**config.mk**
```make
export PLATFORM = sky130hd
export DESIGN_NAME = serial_subtractor
export DESIGN_NICKNAME = d
export VERILOG_FILES = /design/src/rtl/serial_subtractor.sv
export SDC_FILE = /design/constraint.sdc
export NUM_CORES = 1
export LEC_CHECK = 0
export ABC_AREA = 1
export CAP_MARGIN = 20
export CORE_MARGIN = 4
export CORE_UTILIZATION = 52
export DETAILED_ROUTE_END_ITERATION = 8
export GPL_TIMING_DRIVEN = 0
export MAX_ROUTING_LAYER = met4
export PLACE_DENSITY = 0.87
export SYNTH_ARGS = -nofsm -noshare
export SYNTH_HDL_FRONTEND = slang
export SYNTH_SLANG_ARGS = --single-unit
```
**constraint.sdc**
```tcl
create_clock -name clk -period 2 [get_ports clk]
set_clock_uncertainty 0.2 [all_clocks]
set_input_delay 0.5 -clock clk [delete_from_list [all_inputs] [get_ports clk]]
set_output_delay 0.5 -clock clk [all_outputs]
set_load 0.05 [all_outputs]
```
**src/rtl/serial_subtractor.sv**
```systemverilog
// Bit-serial unsigned subtractor: a - b processed LSB first, one bit per clock.
// Start/busy/done handshake; diff/borrow update only when an operation completes.
module serial_subtractor #(
  parameter int unsigned WIDTH = 8
) (
  input  logic             clk,
  input  logic             rst_n,
  input  logic             start,
  input  logic [WIDTH-1:0] a,
  input  logic [WIDTH-1:0] b,
  output logic             busy,
  output logic             done,
  output logic [WIDTH-1:0] diff,
  output logic             borrow
);

  localparam int unsigned CW = (WIDTH > 1) ? $clog2(WIDTH) : 1;

  typedef enum logic [1:0] {IDLE, RUN, DONE} state_t;

  state_t           state_q, state_d;
  logic [WIDTH-1:0] a_q, a_d, b_q, b_d;
  logic [WIDTH-1:0] res_q, res_d;
  logic [WIDTH-1:0] diff_q, diff_d;
  logic [CW-1:0]    cnt_q, cnt_d;
  logic             br_q, br_d;
  logic             borrow_q, borrow_d;

  logic ai, bi, hs1_d, hs1_b, dbit, hs2_b, br_next;

  // Two chained half-subtractors: ai - bi, then minus the running borrow.
  always_comb begin
    ai      = a_q[0];
    bi      = b_q[0];
    hs1_d   = ai ^ bi;
    hs1_b   = ~ai & bi;
    dbit    = hs1_d ^ br_q;
    hs2_b   = ~hs1_d & br_q;
    br_next = hs1_b | hs2_b;
  end

  always_comb begin
    state_d  = state_q;
    a_d      = a_q;
    b_d      = b_q;
    res_d    = res_q;
    diff_d   = diff_q;
    cnt_d    = cnt_q;
    br_d     = br_q;
    borrow_d = borrow_q;
    case (state_q)
      IDLE: begin
        if (start) begin
          a_d     = a;
          b_d     = b;
          res_d   = '0;
          cnt_d   = '0;
          br_d    = 1'b0;
          state_d = RUN;
        end
      end
      RUN: begin
        a_d             = a_q >> 1;
        b_d             = b_q >> 1;
        res_d           = res_q >> 1;
        res_d[WIDTH-1]  = dbit;
        br_d            = br_next;
        cnt_d           = cnt_q + CW'(1);
        // Final bit: publish the completed result on the same edge that enters DONE.
        if (cnt_q == CW'(WIDTH - 1)) begin
          diff_d   = res_d;
          borrow_d = br_next;
          state_d  = DONE;
        end
      end
      DONE:    state_d = IDLE;
      default: state_d = IDLE;
    endcase
  end

  always_ff @(posedge clk or negedge rst_n) begin
    if (!rst_n) begin
      state_q  <= IDLE;
      a_q      <= '0;
      b_q      <= '0;
      res_q    <= '0;
      diff_q   <= '0;
      cnt_q    <= '0;
      br_q     <= 1'b0;
      borrow_q <= 1'b0;
    end else begin
      state_q  <= state_d;
      a_q      <= a_d;
      b_q      <= b_d;
      res_q    <= res_d;
      diff_q   <= diff_d;
      cnt_q    <= cnt_d;
      br_q     <= br_d;
      borrow_q <= borrow_d;
    end
  end

  assign busy   = (state_q == RUN);
  assign done   = (state_q == DONE);
  assign diff   = diff_q;
  assign borrow = borrow_q;

endmodule

```
==> flow_summary.ini <==
[cts]
h-tree-depth = 2
postCtsHoldBufs = 0
numCtsBuffers = 5
cts_tree = yes
path_clk_slew_ns = 0.12
cts-root-buf = clkbuf_4
clockBufferDepth = 2
cts_sinks = 38
worstSkewPairLatency_ns = 0.36

[finish]
fin_nets = 274
seqCellArea_um2 = 952.2
drive_above_1_share_pct = 16.60
antenna_cells = 0
fill_cells = 273
areaGrowthSynthToFinish_pct = 24.86
multi_input_area_um2 = 668.1

[global_route]
grt_pass1_wl_mm = 6.203
use_met2_pct = 29.89
antenna_found_initial = 0
grt_use_total_pct = 19.25
grt_use_met1_pct = 23.13
grt_pass1_vias = 1412
top_usage_layer = met2
grt_overflow = 0
grt_max_degree = 39
grtUsageMet3_pct = 6.156

[floorplan]
die_h_um = 67.68
num_rows = 21
dieWidth_um = 67.68
top_level_ports = 30
dieArea_um2 = 4580
initial_core_util_pct = 54.63
core_area_um2 = 3390

[place]
pre_cts_slack_ns = -0.3239
gp_congestion = 0.7768
port_buffers = 29
dp_hpwl_mm = 2.336

[sta]
rsz0062_at_grt = true
clock.fmax_mhz = 513.7
hold_viol = 0
min_period_over_period_pct = 97.34
slew_violations = 0
tightest_slew_ns = 0.8142
setup_slack_ns = 0.05325
setup_violations = 0
slew_headroom_pct = 45.72
tns_ns = 0
fin_crit_ns = 1.947

[yosys]
yosysTopAreaCell = dfrtp_1
synth_area_leaders = dfrtp_1, nand2_1, inv_1
synth_top_area_share_pct = 51.35
ys_seq_elements = 38
syn_avg_cell_area_um2 = 8.573
synth.distinct_cells = 19
syn-cell-area_um2 = 1852
syn-instance-count = 216
synth_nets = 238
ys_warn_count = 0
ys_seq_area_share_pct = 51.35

[min_path]
hp-class = in2async

[worst_setup_path]
cp_cell_sequence = dlygate4sd2_1
worstSetupStartpointType = register
path_max_fanout = 2
endpoint_kind = output pin
cp.required_ns = 1.30
worstPathArrival_ns = 1.25
cp_num_buf_inv = 1
regToRegSetupSlack_ns = 0.38
crit_path_max_incr_delay_ns = 0.53
path_class = reg2out
crit_slowest_cell = dlygate4sd2_1
path_delay_family = buffers and inverters

[power]
irDropWorstVdd_uv = 831.0
total_leakage_power_uw = 0.001243
p_per_area_nw_per_um2 = 1644

[drt]
dr_total_vias = 1429
wl_per_cell_um = 11.50
drc = 0
via_per_inst = 4.779
ant_nets = 0
drt-total-wl_mm = 3.438
drtIter0Drc = 49
dr.pass1.iters = 4

[status]
status = finished clean

[flow_run]
cap_violations = 0
==> state kept, by name, summed over array words and instances, names as in the netlist <==
name and cells:
a_q 8, b_q 8, diff 8, res_q 7
cnt_q 3, state_q 2, borrow 1, br_q 1
==> cells by family (layout without fill, tap and decap cells) <==
group	count (synthesis)	after routing	synth area share, %
simple gates	105	105	26.01
fa+ha+maj	3	3	2.432
compound gates	21	21	7.500
flops	38	38	51.35
buf+inv	49	86	12.70
==> cells in the final DEF, fill, tap and decap left out, drive strengths merged <==
| cell | n |
|---|---|
| nand2 | 73 |
| clkbuf | 8 |
| ha | 2 |
| clkdlybuf4s50 | 17 |
| nor2 | 4 |
| inv | 40 |
| buf | 12 |
| a21oi | 2 |
| fa | 1 |
| dfrtp | 38 |
| o21ai | 19 |
| bufinv | 2 |
| clkdlybuf4s15 | 3 |
| dlygate4sd2 | 4 |
| nand3 | 28 |
==> layout make-up <==
type / count / share of cell area, %
multi-input cells: 129 / 28.90
flip-flops and latches: 38 / 41.18
clock inverters: 2 / 2.597
inverters: 40 / 6.602
repair buffers: 31 / 12.61
well taps: 46 / 2.489
clock buffers: 6 / 2.219
plain buffers: 7 / 3.409
==> cells in the mapped netlist <==
cell type  count
nand2_1       69
inv_1         39
nand3_2        5
a21oi_2        1
nand2_4        2
fa_1           1
nand2_2        2
inv_4          1
nor2_1         3
o21ai_0       13
ha_1           2
nand3_1       23
buf_6          6
a21oi_1        1
o21ai_2        5
nor2_4         1
dfrtp_1       38
o21ai_4        1
buf_2          3
==> timing repair <==
action / in CTS / in global routing
gates resized for setup: 26 / 8
cloned: 0 / 0
setup buffers: 0 / 2
endpoints found under the setup margin: 11 / 7
pin swaps: 1 / 0
==> layer usage <==
metal | routed length (µm) | vias up
li1 | - | 734
met2 | 1655 | 29
met1 | 1523 | 659
met3 | 196 | 7
met5 | 0 | -
met4 | 63 | 0
==> per-stage QoR <==
| stage | hold slack (ns) | total power (µW) | instances | util [%] | cell area [µm²] |
|---|---|---|---|---|---|
| 5_1_grt | 0.07472 | 4149 | 299 | 68.22 | 2312 |
| 2_1_floorplan | 0.004409 | 2657 | 216 | - | 1854 |
| 4_1_cts | 0.03565 | 3803 | 297 | 67.85 | 2300 |
| 3_3_place_gp | 0.2628 | 3072 | 291 | 64.97 | 2202 |
| 6_report | 0.02013 | 3802 | 299 | 68.22 | 2312 |
| 3_5_place_dp | 0.2663 | 3144 | 291 | 64.82 | 2197 |
==> worst paths after layout <==
kind                       startpoint    endpoint  depth (start not counted)
setup / recovery              diff[6]     diff[6]                          1
hold / removal                  rst_n    res_q[2]                          1
setup reg to reg             cnt_q[0]     diff[3]                          5
hold reg to reg                a_q[4]      a_q[4]                          2
max in group asynchronous       rst_n  state_q[1]                          1
min in group clk               a_q[4]      a_q[4]                          2
==> power breakdown <==
group          internal [µW]  leakage [µW]  switching (µW)
clock                    423     0.0000585             266
combinational            683      0.000712            1120
sequential              1120      0.000472             190
No activity file was read; power rests on OpenSTA's default activity.
